`src/rtl/dense_layer_stream.sv`:
```
`default_nettype none
// ============================================================================
// Module   : dense_layer_stream
// Brief    : Streaming fully-connected layer. One signed activation is taken
//            per cycle, and all OUT_SIZE neuron accumulators update in parallel.
//            Build macro DENSE_RELU_EN selects a ReLU on the output.
// Revision : 1.0 - initial release
// ============================================================================
module dense_layer_stream #(
  parameter int IN_SIZE  = 32,
  parameter int OUT_SIZE = 3,
  parameter int IN_W     = 32,
  parameter int W_W      = 8,
  parameter int B_W      = 8,
  parameter int ACC_W    = 40
) (
  input  logic                                  clk,
  input  logic                                  rst,
  input  logic                                  in_valid,
  output logic                                  in_ready,
  input  logic [IN_W-1:0]                       in_data,
  output logic                                  out_valid,
  input  logic                                  out_ready,
  output logic [OUT_SIZE*ACC_W-1:0]             out_data,
  input  logic                                  cfg_we,
  input  logic                                  cfg_sel,
  input  logic [$clog2(IN_SIZE*OUT_SIZE)-1:0]   cfg_addr,
  input  logic [W_W-1:0]                        cfg_data,
  output logic                                  busy
);

  localparam int c_ADDR_W = $clog2(IN_SIZE*OUT_SIZE);
  localparam int c_IDX_W  = $clog2(IN_SIZE);
  localparam int c_PROD_W = IN_W + W_W;
  localparam logic [c_IDX_W-1:0] c_LAST = c_IDX_W'(IN_SIZE-1);

  localparam logic [1:0] c_S_IDLE = 2'd0;
  localparam logic [1:0] c_S_ACC  = 2'd1;
  localparam logic [1:0] c_S_OUT  = 2'd2;

  logic [1:0]         r_state;
  logic [1:0]         w_state_nxt;
  logic [c_IDX_W-1:0] r_idx;
  logic               r_in_ready;
  logic               w_hs;
  logic               w_cfg_ok;

  // Coefficient storage deliberately has no reset so it survives aborts.
  logic signed [W_W-1:0] r_wmem [IN_SIZE*OUT_SIZE];
  logic signed [B_W-1:0] r_bias [OUT_SIZE];

  assign in_ready  = r_in_ready;
  assign out_valid = (r_state == c_S_OUT);
  assign busy      = (r_state != c_S_IDLE);
  assign w_hs      = in_valid & r_in_ready;
  assign w_cfg_ok  = cfg_we && (r_state == c_S_IDLE) && (r_idx == '0);

  always_comb begin
    w_state_nxt = r_state;
    case (r_state)
      c_S_IDLE: if (w_hs) w_state_nxt = c_S_ACC;
      c_S_ACC:  if (w_hs && (r_idx == c_LAST)) w_state_nxt = c_S_OUT;
      c_S_OUT:  if (out_ready) w_state_nxt = c_S_IDLE;
      default:  w_state_nxt = c_S_IDLE;
    endcase
  end

  // in_ready is registered from the next state, so it stays low until the
  // first clock after reset release.
  always_ff @(posedge clk or negedge rst) begin
    if (!rst) begin
      r_state    <= c_S_IDLE;
      r_idx      <= '0;
      r_in_ready <= 1'b0;
    end else begin
      r_state    <= w_state_nxt;
      r_in_ready <= (w_state_nxt != c_S_OUT);
      if ((r_state == c_S_OUT) && out_ready)
        r_idx <= '0;
      else if (w_hs)
        r_idx <= (r_idx == c_LAST) ? '0 : r_idx + 1'b1;
    end
  end

  // Registered write: a handshake in the same cycle still sees the old value.
  always_ff @(posedge clk) begin
    if (w_cfg_ok && !cfg_sel && (int'(cfg_addr) < IN_SIZE*OUT_SIZE))
      r_wmem[cfg_addr] <= cfg_data;
  end

  generate
    for (genvar j = 0; j < OUT_SIZE; j++) begin : g_neuron
      logic [c_ADDR_W-1:0]        w_raddr;
      logic signed [c_PROD_W-1:0] w_prod;
      logic signed [ACC_W-1:0]    w_prod_ext;
      logic signed [ACC_W-1:0]    w_bias_ext;
      logic signed [ACC_W-1:0]    w_act;
      logic signed [ACC_W-1:0]    r_acc;

      always_ff @(posedge clk) begin
        if (w_cfg_ok && cfg_sel && (int'(cfg_addr) == j))
          r_bias[j] <= cfg_data[B_W-1:0];
      end

      assign w_raddr    = c_ADDR_W'(int'(r_idx) * OUT_SIZE + j);
      assign w_prod     = $signed(in_data) * r_wmem[w_raddr];
      assign w_prod_ext = ACC_W'(w_prod);
      assign w_bias_ext = ACC_W'(r_bias[j]);

      always_ff @(posedge clk or negedge rst) begin
        if (!rst)
          r_acc <= '0;
        else if (w_hs)
          r_acc <= (r_state == c_S_IDLE) ? (w_bias_ext + w_prod_ext)
                                         : (r_acc + w_prod_ext);
      end

`ifdef DENSE_RELU_EN
      assign w_act = r_acc[ACC_W-1] ? '0 : r_acc;
`else
      assign w_act = r_acc;
`endif

      assign out_data[j*ACC_W +: ACC_W] = w_act;
    end
  endgenerate

endmodule
`default_nettype wire

```
`config.mk`:
```
export PLATFORM = sky130hd
export DESIGN_NAME = dense_layer_stream
export DESIGN_NICKNAME = d
export VERILOG_FILES = /design/src/rtl/dense_layer_stream.sv
export SDC_FILE = /design/constraint.sdc
export NUM_CORES = 2
export LEC_CHECK = 0
export ABC_CLOCK_PERIOD_IN_PS = 13640
export CAP_MARGIN = 20
export CORE_MARGIN = 8
export CORE_UTILIZATION = 32
export CTS_BUF_LIST = sky130_fd_sc_hd__clkbuf_16
export DETAILED_ROUTE_END_ITERATION = 8
export PLACE_DENSITY = 0.45
export SYNTH_ARGS = -nofsm -noshare
export SYNTH_HDL_FRONTEND = slang
export SYNTH_SLANG_ARGS = --single-unit
```
`constraint.sdc`:
```
create_clock -name clk -period 13.64 [get_ports clk]
set_input_delay 2.728 -clock clk [delete_from_list [all_inputs] [get_ports clk]]
set_output_delay 2.728 -clock clk [all_outputs]
set_load 0.05 [all_outputs]
```
[Yosys cells after proc, flatten, opt, wreduce, memory -nomap -nowiden]
Memory sizes are Yosys's and may differ from the RTL's.
Cells that the tools add are included.
W data, S select, Z words.
Storage, ports and cells
  flip-flop bits (word level): 128
  latch bits: 0
  bits in writable memories: 792
  ROM bits: 0
  input bits: 53
  output and inout port bits: 123
  word-level logic and storage cells: 71
  memories kept: 2
Memory list
  r_wmem: depth 96, bits a word 8, read ports 3, clocked after Yosys merged registers in 0, wr ports 1, RTL line 49  | logic signed [W_W-1:0] r_wmem [IN_SIZE*OUT_SIZE];
  r_bias: depth 3, bits a word 8, read ports 3, clocked after Yosys merged registers in 0, wr ports 1, RTL line 50  | logic signed [B_W-1:0] r_bias [OUT_SIZE];
Cells by class
  add/subtract/negate cells: 9
  multipliers: 4
  divide/modulo/power cells: 0
  $lt $le $gt $ge: 1
  eq/ne operators: 6
  shift-type cells: 0
  muxes and demuxes: 24
  bitwise gates (word level): 1
  reductions and logical operators: 18
Operators by type and width (number)
  $add A40 B40 Y40: 3
  $add A8 B40 Y40: 3
  $mul A32 B8 Y40: 3
  $mux W40: 3
  $mux W8: 2
  $reduce_or A8 Y1: 2
  $mux W5: 3
  $add A7 B2 Y7 const B: 2
  $logic_and A1 B1 Y1: 10
  $mux W1: 10
  $mux W2: 5
  $eq A7 B2 Y1 const B: 1
  $eq A7 B3 Y1 const B: 1
  $logic_not A7 Y1: 1
  $lt A7 B7 Y1 const B: 1
  $mul A5 B2 Y7 const B: 1
  $pmux W2 S3: 1
  $add A5 B1 Y5 const B: 1
  $eq A5 B5 Y1 const B: 1
  $logic_not A5 Y1: 1
  $reduce_bool A2 Y1: 2
  $eq A2 B1 Y1 const B: 1
  $eq A2 B2 Y1 const B: 1
  $logic_not A2 Y1: 1
  other kinds (3): 3

[Logic depth before layout (Yosys ltp)]
  word-level depth: 10
  depth in mapped cells: 55
  mapped depth without buffers: 46

[Worst setup path before layout]
No wires, ideal clock.
  path kind: register to register
  from: register r_idx[1]
  to: register g_neuron[2].r_acc[39]
  setup time: 0.132 ns
  arrival time: 11.450 ns
  required time: 13.508 ns
  path slack: 2.058 ns
  stages on the path, launching flop included: 52
  buffers on the path: 10
  period minus slack after synthesis: 11.582 ns
  cell sequence: dfrtp_1 ha_1 inv_1 fa_1 buf_2 buf_4 buf_2 buf_4 inv_1 buf_2 ha_1 clkbuf_1 clkbuf_1 clkbuf_1 mux4_2 mux4_2 mux2i_1 a21oi_1 (+16 left out) o21ai_0 nand2_1 nand2_1 a21oi_1 xnor2_1 ha_1 clkbuf_1 a21o_1 a21o_1 a21o_1 or4_1 o21ai_2 o211ai_1 a221o_1 a221oi_2 xnor2_1 xnor2_1 o21ai_1
On the way
  cells in the longest elaborated chain, start to end: 6
  elaborated cells between the ends (all ways): 7
  classes of those cells: 3 x add/sub; 2 x mul; 1 x mux; 1 x memory
Ends and longest elaborated chain
  from (decl): RTL line 43  | logic [c_IDX_W-1:0] r_idx;
  from (signal assigned): RTL line 81  | r_idx <= (r_idx == c_LAST) ? '0 : r_idx + 1'b1;
  $mul A5 B2 Y7 *: RTL line 105  | assign w_raddr = c_ADDR_W'(int'(r_idx) * OUT_SIZE + j);
  $add A7 B2 Y7 *: RTL line 105
  $mem_v2 Z96 W8 *
  $mul A32 B8 Y40 *: RTL line 106  | assign w_prod = $signed(in_data) * r_wmem[w_raddr];
  $add A40 B40 Y40 or $add A8 B40 Y40 (tied branches): RTL line 115, 114
  $mux W40 *: RTL line 114  | r_acc <= (r_state == c_S_IDLE) ? (w_bias_ext + w_prod_ext)
  to (signal assigned): RTL line 114
  to (decl): RTL line 98  | logic signed [ACC_W-1:0] r_acc;
Mark *: on every way between the ends. The rest lies on a longest branch, timed or not.
A chain may end at the register's enable or synchronous reset.

[Worst setup path after layout]
  from: register r_idx[0]
  to: register g_neuron[2].r_acc[39]
Same word-level chain as after synthesis.

==> flow_summary.ini <==
[floorplanning]
core_area_um2 = 253000
die_area_um2 = 270000
fp-row-count = 185
die_width_um = 520
dieHeight_um = 520
ios = 176
start_util = 0.321

[clock_tree]
path_clk_slew_ns = 0.06
cts_buffers = 111
htree_num_levels = 3
tritoncts = yes
cts.sinks = 920
insertion_delay_ns = 0.80
post_cts_buffers = 0
cts_root_buffer = clkbuf_16
clock_path_buffers = 3
ctsHoldBuffers = 0
post_cts_resized = 0

[finish]
drive_gt1_frac = 0.175
syn_to_final_growth_pct = 12.3
nets = 7808

[synthesis]
ys.flop_type = edfxtp_1
async_reset_ff_frac = 0.139
synth_top_area_share = 0.293
synth_warnings = 0
synth_area_leader_cell = edfxtp_1
synth.avg_cell_area_um2 = 12.2
seq_area_frac_synth = 0.332
synth_commonest_cells = inv_1, edfxtp_1, mux4_2
ys_types = 81
yosysMostFrequentCell = inv_1
yosys_register_bits = 920
synth_edf_count = 792
synth.area.top_cells = edfxtp_1, mux4_2, fa_1
syn_inst = 6673
syn_nets = 7697
syn_area_um2 = 81300

[sta]
tightest_slew_ns = 1.16
final_hold_viol_count = 0
period_needed_ns = 12.53
skew_ns = 0.0964
fin_ws_ns = 1.11
fin_crit_sh = 0.919
slew_headroom = 0.224
drv_slew = 0
finalSetupTns_ns = 0
fmax_mhz = 79.8
rsz0062_at_grt = no
setup_viol = 0

[global_route]
grt_pass1_vias = 57900
gr-usage-all-layers = 0.195
grt_antenna_before_repair = 15
overflow = 0
grt_pass1_wl_mm = 396
grt_max_degree = 151

[setup_path]
cp.required_ns = 14.25
worst_path_max_delay_cell = fa_4
crit_fanout = 48
r2r_cells = 45
critPathKind = reg2reg
arrival_ns = 13.15
critPathMaxStageDelay_ns = 0.86
crit_path_start_kind = register
cp-end-kind = register

[route]
drtPass1Iterations = 5
drt-total-wl_mm = 267
ant_nets = 0
via_count = 55300
drt_iter0_markers = 4765
drc_errors = 0
vias_per_cell = 5.39
routedWlPerCell_um = 26.1

[place]
io_buffer_count = 175
gp_congestion = 0.845
dp_hpwl_mm = 195
dpl_worst_slack_ns = 1.16

[flow_run]
cap_violations = 0

[min_path]
worstHoldPathType = reg2reg
holdPathStages = 2

[run_status]
outcome = finished, final reports clean
[metrics by stage]
step / hold WS [ns] / instances / cell area [µm²] / utilization
detailed placement: 0.501 / 10000 / 87600 / 0.346
global route: 0.535 / 10200 / 91300 / 0.360
floorplan: 0.439 / 6673 / 81300 / -
global placement: 0.491 / 10000 / 87300 / 0.345
finish: 0.506 / 10200 / 91300 / 0.360
CTS: 0.513 / 10200 / 91200 / 0.360
[registers in the layout, indices dropped and copies added, names as in the netlist]
signal	count
r_state	2
r_wmem	768
g_neuron.r_acc	120
r_bias	24
r_idx	5
in_ready	1
[cells in the final DEF, fill, tap and decap left out, drive strengths merged, types with 14 or more instances in the layout]
master         count
nand3             52
and2             235
nand4             22
clkinv            53
dfrtp            128
nand2b            80
nand2            445
mux2i             55
o21ai            210
buf              236
or2               42
clkbuf           111
o31ai             17
xnor2            150
and3              26
mux4             693
edfxtp           792
a21o             212
nor2             294
o21bai            30
a21oi            243
o211ai            19
a211oi            68
xor2              82
fa               604
clkdlybuf4s50    164
inv              855
mux2              14
o21a              20
a31oi             32
nor3              27
nor2b            369
ha               367
[worst paths after layout]
path | startpoint | to | slack (ns)
min in group asynchronous | rst | g_neuron[2].r_acc[28] | 1.91
worst min-delay path | g_neuron[1].r_acc[29] | g_neuron[1].r_acc[29] | 0.51
worst max-delay path | r_idx[0] | g_neuron[2].r_acc[39] | 1.11
worst max register to register | r_idx[0] | g_neuron[2].r_acc[39] | 1.11
max in group asynchronous | rst | g_neuron[0].r_acc[22] | 9.88
worst min register to register | g_neuron[1].r_acc[29] | g_neuron[1].r_acc[29] | 0.51
[layer usage]
metal  wire length [µm]  track usage  up-vias
met2             133000        0.340     1814
met3              15900       0.0308      362
met5                 40            0        -
li1                   -            -    24000
met1             110000        0.250    29100
met4               8840       0.0569        6
[cell families after synthesis]
kind of cell	after synthesis	synth area share
AND/OR/NAND/NOR	1629	0.102
buffers and inverters	1229	0.0611
adder cells (fa/ha/maj)	971	0.205
AO/OA/AOI/OAI	930	0.0734
flip-flops	920	0.332
multiplexers	762	0.201
XOR/XNOR	232	0.0256
[layout make-up]
type | instances | area, µm²
timing repair buffer | 400 | 3700
clock inverter | 96 | 825
tap | 3366 | 4210
inverter | 827 | 3110
fill | 24700 | 162000
sequential | 920 | 27000
multi-input combinational | 4524 | 49700
antenna | 3 | 7.51
clock buffer | 111 | 2780
[critical path, delay by kind of cell, from the launching register on]
family          cells  cell delay (ns)
fa+ha+maj           9             4.13
compound gates     16             3.54
mux                 3             1.20
buf+inv             7             1.14
simple gates        7             1.12
xor+xnor            3             0.65
flops               1             0.43
Power is left out: the tool's default activity adds up to more than one toggle a clock period on the data nets, which glitch-free logic cannot reach.
